## src/rtl/tree_node_builder.sv

```systemverilog
// Insert-side node builder: allocates a node address from the space manager,
// writes a fresh leaf word there and reports the address/status downstream.
module tree_node_builder #(
  parameter int RAM_ADDR_WIDTH = 16,
  parameter int KEY_WIDTH      = 8,
  parameter int PAYLOAD_WIDTH  = 32,
  parameter int TIMEOUT        = 64
) (
  input  logic                                                   aclk,
  input  logic                                                   aresetn,
  input  logic                                                   cmd_valid,
  output logic                                                   cmd_ready,
  input  logic [KEY_WIDTH-1:0]                                   cmd_key,
  input  logic [PAYLOAD_WIDTH-1:0]                               cmd_payload,
  output logic                                                   tree_mgt_req_valid,
  input  logic                                                   tree_mgt_req_ready,
  input  logic [RAM_ADDR_WIDTH-1:0]                              tree_mgt_req_addr,
  input  logic                                                   tree_mgt_full,
  output logic                                                   ram_wr_en,
  output logic [RAM_ADDR_WIDTH-1:0]                              ram_addr,
  output logic [1+KEY_WIDTH+PAYLOAD_WIDTH+2*RAM_ADDR_WIDTH-1:0]  ram_wr_data,
  output logic                                                   node_valid,
  input  logic                                                   node_ready,
  output logic [RAM_ADDR_WIDTH-1:0]                              node_addr,
  output logic [1:0]                                             node_status
);

  localparam int WORD_W = 1 + KEY_WIDTH + PAYLOAD_WIDTH + 2 * RAM_ADDR_WIDTH;
  localparam int TMR_W  = (TIMEOUT > 0) ? $clog2(TIMEOUT + 1) : 1;
  localparam bit TMO_EN = (TIMEOUT != 0);
  localparam logic [TMR_W-1:0] TMR_LAST = (TIMEOUT > 0) ? TMR_W'(TIMEOUT - 1) : {TMR_W{1'b0}};
  localparam logic [TMR_W-1:0] TMR_MAX  = {TMR_W{1'b1}};
  localparam logic [RAM_ADDR_WIDTH-1:0] NULL_ADDR = {RAM_ADDR_WIDTH{1'b1}};
  localparam logic [1:0] ST_OK   = 2'd0;
  localparam logic [1:0] ST_FULL = 2'd1;
  localparam logic [1:0] ST_TMO  = 2'd2;

  typedef enum logic [1:0] {S_IDLE, S_REQ, S_WRITE, S_RESP} state_t;

  state_t                      state_q, state_d;
  logic [KEY_WIDTH-1:0]        key_q, key_d;
  logic [PAYLOAD_WIDTH-1:0]    payload_q, payload_d;
  logic [RAM_ADDR_WIDTH-1:0]   addr_q, addr_d;
  logic [RAM_ADDR_WIDTH-1:0]   res_addr_q, res_addr_d;
  logic [1:0]                  status_q, status_d;
  logic [TMR_W-1:0]            timer_q, timer_d;

  // State and datapath registers.
  always_ff @(posedge aclk or negedge aresetn) begin
    if (!aresetn) begin
      state_q    <= S_IDLE;
      key_q      <= {KEY_WIDTH{1'b0}};
      payload_q  <= {PAYLOAD_WIDTH{1'b0}};
      addr_q     <= {RAM_ADDR_WIDTH{1'b0}};
      res_addr_q <= NULL_ADDR;
      status_q   <= ST_OK;
      timer_q    <= {TMR_W{1'b0}};
    end else begin
      state_q    <= state_d;
      key_q      <= key_d;
      payload_q  <= payload_d;
      addr_q     <= addr_d;
      res_addr_q <= res_addr_d;
      status_q   <= status_d;
      timer_q    <= timer_d;
    end
  end

  // Next-state logic; a grant wins over full, which wins over timeout.
  always_comb begin
    state_d    = state_q;
    key_d      = key_q;
    payload_d  = payload_q;
    addr_d     = addr_q;
    res_addr_d = res_addr_q;
    status_d   = status_q;
    timer_d    = timer_q;
    case (state_q)
      S_IDLE: begin
        if (cmd_valid) begin
          key_d     = cmd_key;
          payload_d = cmd_payload;
          if (tree_mgt_full) begin
            state_d    = S_RESP;
            status_d   = ST_FULL;
            res_addr_d = NULL_ADDR;
          end else begin
            state_d = S_REQ;
            timer_d = {TMR_W{1'b0}};
          end
        end else begin
          state_d = S_IDLE;
        end
      end
      S_REQ: begin
        if (tree_mgt_req_ready) begin
          addr_d  = tree_mgt_req_addr;
          state_d = S_WRITE;
        end else if (tree_mgt_full) begin
          state_d    = S_RESP;
          status_d   = ST_FULL;
          res_addr_d = NULL_ADDR;
        end else if (TMO_EN && (timer_q == TMR_LAST)) begin
          state_d    = S_RESP;
          status_d   = ST_TMO;
          res_addr_d = NULL_ADDR;
        end else if (timer_q != TMR_MAX) begin
          timer_d = timer_q + TMR_W'(1);
        end else begin
          timer_d = timer_q;
        end
      end
      S_WRITE: begin
        state_d    = S_RESP;
        status_d   = ST_OK;
        res_addr_d = addr_q;
      end
      S_RESP: begin
        if (node_ready) begin
          state_d = S_IDLE;
        end else begin
          state_d = S_RESP;
        end
      end
      default: state_d = S_IDLE;
    endcase
  end

  // Outputs depend only on registered state and data.
  assign cmd_ready          = (state_q == S_IDLE);
  assign tree_mgt_req_valid = (state_q == S_REQ);
  assign ram_wr_en          = (state_q == S_WRITE);
  assign ram_addr           = addr_q;
  assign ram_wr_data        = (state_q == S_WRITE) ? {1'b1, key_q, payload_q, NULL_ADDR, NULL_ADDR}
                                                   : {WORD_W{1'b0}};
  assign node_valid         = (state_q == S_RESP);
  assign node_addr          = res_addr_q;
  assign node_status        = status_q;

endmodule

```

## config.mk

```make
export PLATFORM = sky130hd
export DESIGN_NAME = tree_node_builder
export DESIGN_NICKNAME = d
export VERILOG_FILES = /design/src/rtl/tree_node_builder.sv
export SDC_FILE = /design/constraint.sdc
export NUM_CORES = 1
export LEC_CHECK = 0
export ABC_AREA = 1
export BUFFER_PORTS_ARGS = -buffer_cell sky130_fd_sc_hd__buf_2
export CAP_MARGIN = 20
export CORE_UTILIZATION = 40
export CTS_CLUSTER_SIZE = 30
export DETAILED_ROUTE_END_ITERATION = 8
export PLACE_DENSITY_LB_ADDON = 0.05
export SLEW_MARGIN = 20
export SYNTH_ARGS = -nofsm -noshare
export SYNTH_HDL_FRONTEND = slang
export SYNTH_SLANG_ARGS = --single-unit
```

## constraint.sdc

```tcl
create_clock -name aclk -period 1.6 [get_ports aclk]
set_input_delay 0.32 -clock aclk [delete_from_list [all_inputs] [get_ports aclk]]
set_output_delay 0.32 -clock aclk [all_outputs]
set_load 0.01 [all_outputs]
```

==> metrics.cfg, run 1 <==
[routing]
detail_route.iter0.violations = 104
routed-via-count = 3525
drc = 0
drtPass1Iterations = 4
finalWirelength_um = 9970
route.detailed.wl_per_inst_um = 12.7
ant_nets = 0
via_per_inst = 4.48

[placed_design]
place.gp.congestion = 0.770
port_buffers = 172
post-dp-hpwl_um = 6270
placed_cell_area_mm2 = 0.00491

[power]
power_density_mw_per_mm2 = 2070
vdd_drop_max_uv = 815
fin_total_pwr_mw = 11.4
p_leak_nw = 3.05

[die]
rows = 36
die-area_mm2 = 0.0108
coreArea_mm2 = 0.00991
io_pins = 173
die_h_um = 104
initial_core_util = 0.418
die_w_um = 104

[synthesis]
synth.yosys.seq_area_share = 0.506
synth_fp_nets = 557
synth_area_leader_cell = dfrtp_1
synth.avg_cell_area_um2 = 8.39
netlist_area_mm2 = 0.00415
synth_warnings = 0
synth_area_leaders = dfrtp_1 40%, dfstp_2 10%, nor2_1 8.5%
yosys_register_bits = 83
syn_inst = 494
synth_top_cell_area_share = 0.404
synth_cell_types = 27

[run]
maxCapViolCount = 0

[worst_setup_path]
worstSetupStartpointType = register
arrival_ns = 1.40
crit_type = register to output pin
cp_max_fo = 12
r2r_cells = 7
worstSetupEndpointType = output pin
regToRegStartpoint = state_q[1]
rrSetupSlack_ns = 0.07
crit_required_ns = 1.28
regToRegEndpoint = node_status[1]

[timing]
relSlewSlack = 0.636
period_share = 1.08
setup_tns_ns = -7.26
tightest_slew_ns = 0.546
period_minus_slack_ns = 1.72
rsz0062_at_grt = yes
slew_viol_final = 0
clock_skew_ns = 0.0198
hold_ws_ns = -0.0297
max_freq_ghz = 0.580
setup_violations = 76
hold_viol_final = 8
layout_setup_ws_ns = -0.124

[clock_network]
cts_max_path_buffers = 2
cts_buffers = 9
clk_latency_ns = 0.35
cts-root-buf = clkbuf_8
cts_sinks = 83
path_clk_slew_ns = 0.09
htreeDepth = 3
tritoncts = done
hold_buffers = 0

[cells_and_area]
fin_util = 0.555
syn_to_final_growth_pct = 32.7
final_common_cell = buf_2
final_cell_mix = 158 x buf_2, 75 x nor2_1, 67 x dfrtp_1, 65 x nand2_1, 61 x inv_1
postLayoutCellArea_mm2 = 0.00550
drive_gt1_frac = 0.439
fill_cells = 910
nNetsFinal = 710

[worst_hold_path]
min_path_type = input pin to asynchronous set/reset pin

[global_route]
grtUsageMet1 = 0.234
grt_overflow_total = 0
grt_pass1_vias = 3385
antenna_found_initial = 1
track_usage = 0.188
busiest_layer = met2
grt_max_degree = 84
met3_usage = 0.0522
use_met2 = 0.314
grt_pass1_wl_um = 16200

[run_status]
status = complete, but fails checks
violations = negative hold slack, negative setup slack

-- through the flow --
stage                     hold WS (ns)  std cells  setup slack, ns
after floorplan                 0.0244        494            0.156
after global placement           0.393        752           0.0936
after detailed placement         0.391        752           0.0284
after CTS                     0.000190        781           -0.133
after global routing           0.00510        785           -0.229
final                          -0.0297        787           -0.124
-- how the worst max path moves through the flow --
| stage | startpoint | to |
|---|---|---|
| 3_3_place_gp | timer_q[0] | timer_q[5] |
| 3_5_place_dp | timer_q[0] | timer_q[0] |
| 6_report | state_q[0] | ram_wr_data[37] |
| 2_1_floorplan | state_q[0] | ram_wr_data[0] |
| 4_1_cts | state_q[1] | ram_wr_data[46] |
| 5_1_grt | state_q[0] | ram_wr_data[70] |
-- final cells by class --
| type | instances | area (µm²) | share of cell area |
|---|---|---|---|
| repair buffers | 196 | 1280 | 0.234 |
| multi-input cells | 292 | 1510 | 0.275 |
| diodes | 2 | 5.00 | 0.000910 |
| inverters | 65 | 251 | 0.0457 |
| flip-flops and latches | 83 | 2100 | 0.381 |
| clock buffers | 10 | 138 | 0.0250 |
| clock inverters | 6 | 47.5 | 0.00864 |
| well taps | 133 | 166 | 0.0303 |
-- state kept, by name, indices dropped and copies added (netlist names) --
| signal | flops |
|---|---|
| key_q | 8 |
| timer_q | 7 |
| node_addr | 16 |
| node_status | 2 |
| state_q | 2 |
| payload_q | 32 |
| ram_addr | 16 |
-- power breakdown --
part	total (mW)	switching, mW	internal, mW
Combinational	6.41	3.60	2.81
Sequential	3.59	0.436	3.16
Clock	1.41	0.791	0.617
Total	11.4	4.83	6.58
-- logic make-up (layout without fill, tap and decap cells) --
| group | Yosys count | in the layout | share of synthesized area |
|---|---|---|---|
| buffers and inverters | 120 | 277 | 0.151 |
| and+or+nand+nor | 228 | 229 | 0.264 |
| adders and majority gates | 1 | 1 | 0.00302 |
| AOI/OAI and AO/OA | 62 | 62 | 0.0764 |
| DFF | 83 | 83 | 0.506 |
| other | 0 | 2 | 0 |
-- worst max-delay path, stage by stage (launching register included) --
cell and delay [ns]:
dfrtp_1 0.42, nor2_4 0.17, inv_6 0.08, buf_12 0.16
nor2_1 0.09, buf_2 0.14
-- synthesized netlist by cell type (all sizes together) --
library cell  instances
a21oi                51
buf                  55
dfrtp                67
dfstp                16
ha                    1
inv                  65
nand2                91
nand3                33
nor2                 98
o2111ai               1
o21ai                 9
o21bai                1
or2                   6
-- metal layers --
metal / up-vias / routed length, µm
met5: - / 0
met3: 9 / 715
met2: 120 / 4630
met4: 0 / 111
met1: 1609 / 4510
li1: 1787 / -
-- repair_timing --
item	CTS	global route
setup buffers	8	4
pin swaps	2	3
endpoints found under the hold margin	0	0
resized for setup	33	15
gates cloned	5	2
endpoints found under the setup margin	75	96
Note: power is estimated with default switching activity, not from simulation.
==> run 2, diff against run 1 <==
--- a/config.mk
+++ b/config.mk
@@ -8,10 +8,13 @@
 export ABC_AREA = 1
 export BUFFER_PORTS_ARGS = -buffer_cell sky130_fd_sc_hd__buf_2
 export CAP_MARGIN = 20
-export CORE_UTILIZATION = 40
+export CELL_PAD_IN_SITES_DETAIL_PLACEMENT = 1
+export CELL_PAD_IN_SITES_GLOBAL_PLACEMENT = 1
+export CORE_MARGIN = 1.5
+export CORE_UTILIZATION = 31
 export CTS_CLUSTER_SIZE = 30
 export DETAILED_ROUTE_END_ITERATION = 8
-export PLACE_DENSITY_LB_ADDON = 0.05
+export PLACE_DENSITY = 0.83
 export SLEW_MARGIN = 20
 export SYNTH_ARGS = -nofsm -noshare
 export SYNTH_HDL_FRONTEND = slang
==> run 2 against run 1 <==
The run ends with negative setup slack left. Via count rose by 6.1%. Utilization fell by 13 points. Setup slack got worse by 0.029 ns. Register-to-register slack barely moved. Non-clock buffer count did not move. Sequential cell count did not move. Sequential power rose by 1%. Cell area rose by 1.3%. Sequential share of layout area fell by 0.46 points. Total power rose by 3.8%. Clock power rose by 33%. Cell count rose by 5.5%. Largest cell class unchanged. Largest power group unchanged. Highest routed layer unchanged.
==> metrics.cfg, run 2 (same netlist as run 1, synthesis figures left out) <==
[timing]
relSlewSlack = 0.780
tightest_slew_ns = 0.330
clock_skew_ns = 0.00578
max_freq_ghz = 0.570
layout_setup_ws_ns = -0.153
period_share = 1.10
rsz0062_at_grt = yes
setup_violations = 74
hold_viol_final = 0
slew_viol_final = 0
period_minus_slack_ns = 1.75

[worst_hold_path]
hp-start = tree_mgt_req_addr[3]
worstHoldPathCells = 3
min_path_type = input pin to register

[cells_and_area]
drive_gt1_frac = 0.444
top_register = payload_q
largest_register_ffs = 32
final_cell_mix = 170 x buf_2, 71 x nor2_1, 66 x dfrtp_1, 64 x nand2_1, 61 x inv_1
syn_to_final_growth_pct = 34.4
nNetsFinal = 711
ff_latch_area_mm2 = 0.00210
final_common_cell = buf_2
fin_util = 0.424
fin_cells = 830
fill_cells = 1613
multi_input_area_mm2 = 0.00153

[die]
initial_core_util = 0.316
io_pins = 173
die_w_um = 119
rows = 42
die_h_um = 119
die-area_mm2 = 0.0141
coreArea_mm2 = 0.0131

[clock_network]
clk_latency_ns = 0.34
path_clk_slew_ns = 0.06
cts_max_path_buffers = 2
cts_buffers = 9
cts-root-buf = clkbuf_16
tritoncts = done
cts_sinks = 83
htreeDepth = 3

[worst_setup_path]
critPathLaunch = state_q[1]
worstSetupEndpointType = output pin
arrival_ns = 1.43
crit_chain = inv_2 > nor2_4 > inv_6 > buf_12 > nor2_2 > buf_2
cp_max_fo = 12
crit_slowest_cell = dfrtp_1
slowest_delay_ns = 0.40
crit_type = register to output pin
worstSetupStartpointType = register
crit_required_ns = 1.28
r2r_cells = 8
regToRegStartpoint = timer_q[0]

[routing]
route.detailed.wl_per_inst_um = 14.4
ant_nets = 0
finalWirelength_um = 11900
drtPass1Iterations = 4
routed-via-count = 3741
detail_route.iter0.violations = 129
via_per_inst = 4.51
drc = 0

[power]
vdd_drop_max_uv = 658
power_density_mw_per_mm2 = 2130
fin_total_pwr_mw = 11.8
p_leak_nw = 3.07

[global_route]
grt_max_degree = 72
grt_pass1_vias = 3853
antenna_found_initial = 1
track_usage = 0.171
grt_overflow_total = 0
grt_pass1_wl_um = 18900

[placed_design]
place_ws_ns = 0.00848
place.gp.congestion = 0.771
post-dp-hpwl_um = 8200
port_buffers = 172
post-place-cells = 797

[run]
maxCapViolCount = 0

[run_status]
violations = negative setup slack
status = complete, but fails checks

==> run 2: cell count changes in the layout (fill, tap and decap cells not counted), sizes merged, moves of 2 or more <==
cell / previous run / this run
clkinv: 0 / 3
clkbuf: 11 / 13
clkinvlp: 4 / 2
inv: 67 / 65
==> run 2: path summary, 6_finish.rpt <==
| path | to | slack, ns |
|---|---|---|
| worst max-delay path | ram_wr_data[60] | -0.15 |
| worst max register to register | node_addr[10] | 0.08 |
| worst min-delay path | ram_addr[3] | 0.21 |
| max in group asynchronous | node_addr[7] | 0.57 |
| worst min register to register | node_addr[6] | 0.47 |
| min in group asynchronous | ram_addr[12] | 0.42 |
==> run 2: routing by layer <==
layer,vias to the layer above,global-route usage,wire [µm]
li1,1792,-,-
met1,1793,0.196,4930
met2,140,0.301,5960
met3,16,0.0531,801
met4,0,0.0595,219
met5,-,0,0
==> run 2: final cells by class <==
type,count,share of cell area
antenna,1,0.000449
tap,176,0.0395
clock buffer,11,0.0418
sequential,83,0.377
multi-input combinational,293,0.274
timing repair buffer,196,0.217
inverter,65,0.0456
clock inverter,5,0.00539
==> run 2: timing repair <==
action / 4_1_cts / 5_1_grt
pin swaps: 2 / 4
resized for setup: 35 / 5
setup buffers: 5 / 6
hold buffers: 1 / 0
endpoints found under the hold margin: 12 / 0
cloned: 3 / 3
setup endpoints to repair: 76 / 91
==> run 2: power breakdown <==
group	internal [mW]	switching (mW)
logic	2.56	3.77
registers	3.17	0.472
clock network	1.04	0.829
total	6.77	5.07
==> run 2: per-stage QoR <==
step	hold slack (ns)	TNS (ns)	cell area, µm²
2_1_floorplan	0.0244	0	4150
3_3_place_gp	0.241	0	4970
3_5_place_dp	0.247	0	4970
4_1_cts	0.199	-10.77	5440
5_1_grt	0.216	-13.89	5570
6_report	0.211	-9.58	5570
==> run 2: critical path: cells and delay by family, from the launching register on <==
family / cells / cell delay, ns
and+or+nand+nor: 2 / 0.23
buffers and inverters: 4 / 0.44
DFF: 1 / 0.40
==> run 3, diff against run 2 <==
--- a/config.mk
+++ b/config.mk
@@ -11,10 +11,10 @@
 export CELL_PAD_IN_SITES_DETAIL_PLACEMENT = 1
 export CELL_PAD_IN_SITES_GLOBAL_PLACEMENT = 1
 export CORE_MARGIN = 1.5
-export CORE_UTILIZATION = 31
+export CORE_UTILIZATION = 34
 export CTS_CLUSTER_SIZE = 30
 export DETAILED_ROUTE_END_ITERATION = 8
-export PLACE_DENSITY = 0.83
+export PLACE_DENSITY = 0.87
 export SLEW_MARGIN = 20
 export SYNTH_ARGS = -nofsm -noshare
 export SYNTH_HDL_FRONTEND = slang
==> constraint.sdc (replaced) <==
create_clock -name aclk -period 1.83 [get_ports aclk]
set_input_delay 0.366 -clock aclk [delete_from_list [all_inputs] [get_ports aclk]]
set_output_delay 0.366 -clock aclk [all_outputs]
set_load 0.01 [all_outputs]
==> run 3 against run 2 <==
The flow now finishes without violations. Count of clock-buffer cells in the layout grew 1. Critical endpoint is now ram_wr_data[54]. First-iteration DRC count shrank 16%. Non-clock buffer count shrank 12. Cell area shrank 4.4%. Setup slack gained 0.21 ns. Routed wire length shrank 9.8%. Clock skew grew 0.0017 ns. Sequential cell count is the same. Sequential share of layout area grew 1.7 points. Critical path type unchanged. Largest cell class unchanged. Combinational power shrank 24%.
==> metrics.cfg, run 3 (same netlist as run 1, synthesis figures left out) <==
[run_status]
status = completed

[timing]
rsz0062_at_grt = yes
clock_skew_ns = 0.00751
relSlewSlack = 0.676
hold_viol_final = 0
period_minus_slack_ns = 1.77
hold_ws_ns = 0.270
max_freq_ghz = 0.563
layout_setup_ws_ns = 0.0552
setup_violations = 0
setup_tns_ns = 0
slew_viol_final = 0
period_share = 0.970
tightest_slew_ns = 0.486

[worst_setup_path]
worstSetupEndpointType = output pin
rrSetupSlack_ns = 0.18
worstSetupEndpoint = ram_wr_data[54]
crit_required_ns = 1.46
arrival_ns = 1.41
regToRegStartpoint = timer_q[0]
worstSetupStartpointType = register
cp_max_fo = 31
critPathLaunch = state_q[0]
r2r_cells = 7
crit_type = register to output pin
regToRegEndpoint = timer_q[4]

[routing]
drtPass1Iterations = 4
route.detailed.wl_per_inst_um = 13.6
drc = 0
finalWirelength_um = 10800
routed-via-count = 3602
ant_nets = 0
detail_route.iter0.violations = 109
via_per_inst = 4.57

[cells_and_area]
syn_to_final_growth_pct = 28.5
largest_register_ffs = 32
postLayoutCellArea_mm2 = 0.00533
nNetsFinal = 697
final_cell_mix = 171 x buf_2, 87 x nor2_1, 66 x dfrtp_1, 65 x nand2_1, 61 x inv_1
drive_gt1_frac = 0.404
top_register = payload_q
fin_util = 0.445
fin_cells = 788
final_common_cell = buf_2

[power]
sw_frac_of_total = 0.408
p_int_mw = 5.97
switching_power_mw = 4.11
power_density_mw_per_mm2 = 1890
clock_power_share = 0.208
p_comb_frac = 0.478
p_leak_nw = 2.99
seqPwrFrac = 0.314
fin_total_pwr_mw = 10.1
vdd_drop_max_uv = 533

[clock_network]
tritoncts = done
htreeDepth = 3
clk_latency_ns = 0.33
cts_sinks = 83
cts_buffers = 9
cts_max_path_buffers = 2
cts-root-buf = clkbuf_16
path_clk_slew_ns = 0.06

[worst_hold_path]
hp-start = tree_mgt_req_addr[3]
min_path_type = input pin to register

[die]
die-area_mm2 = 0.0129
initial_core_util = 0.347
die_h_um = 113
io_pins = 173
coreArea_mm2 = 0.0120
die_w_um = 113
rows = 40

[placed_design]
place_ws_ns = 0.201
post-dp-hpwl_um = 7990
place.gp.congestion = 0.757
post-place-cells = 766
port_buffers = 172
placed_cell_area_mm2 = 0.00490

[global_route]
grt_overflow_total = 0
grt_pass1_vias = 3564
antenna_found_initial = 2
track_usage = 0.169
grt_max_degree = 82
grt_pass1_wl_um = 17300

[run]
maxCapViolCount = 0

-- run 3: changes by cell type in the layout (fill, tap and decap cells not counted), sizes merged --
cell | before | now
clkbuf | 13 | 12
bufinv | 0 | 3
nand2 | 93 | 91
clkinv | 3 | 0
clkinvlp | 2 | 1
diode | 1 | 2
buf | 193 | 183
-- run 3: worst min-delay path by stage --
stage	end	slack (ns)	depth (start not counted)
after floorplan	key_q[0]	0.07	0
final	ram_addr[3]	0.27	3
after global placement	ram_addr[13]	0.35	1
after detailed placement	ram_addr[13]	0.36	1
after CTS	ram_addr[3]	0.26	3
after global routing	ram_addr[3]	0.27	3
-- run 3: critical path: stages, from the launching register on --
cell and delay, ns:
dfrtp_2 0.44, nor2_4 0.13, inv_2 0.07, buf_12 0.16
nor2_1 0.12, buf_2 0.14
-- run 3: area by class of cell --
cell class              count  area (µm²)
fillers                  1468        6630
well taps                 147         184
clock buffers              12         246
repair buffers            184        1000
clock inverters             4        97.6
diodes                      2        5.00
inverters                  65         246
multi-input cells         291        1450
flip-flops and latches     83        2100
-- run 3: metal layers --
metal / part of all wire / global-route usage
met4: 0.011 / 0.0475
met2: 0.49 / 0.292
met1: 0.43 / 0.209
met5: 0 / 0
met3: 0.066 / 0.0452
-- run 3: timing repair --
item                                   4_1_cts  5_1_grt
endpoints found under the hold margin        1        0
hold buffers                                 1        0
setup endpoints to repair                   61       36
cloned                                       0        0
gates resized for setup                      4       11
buffers inserted                             3        0
-- run 3: power by group through the flow --
stage | combinational (mW) | sequential [mW] | clock [mW]
after global placement | 4.53 | 3.16 | 0
after detailed placement | 4.71 | 3.21 | 0
after CTS | 4.82 | 3.18 | 2.15
after floorplan | 3.31 | 3.32 | 0
after global routing | 5.38 | 3.25 | 2.21
final | 4.82 | 3.17 | 2.10
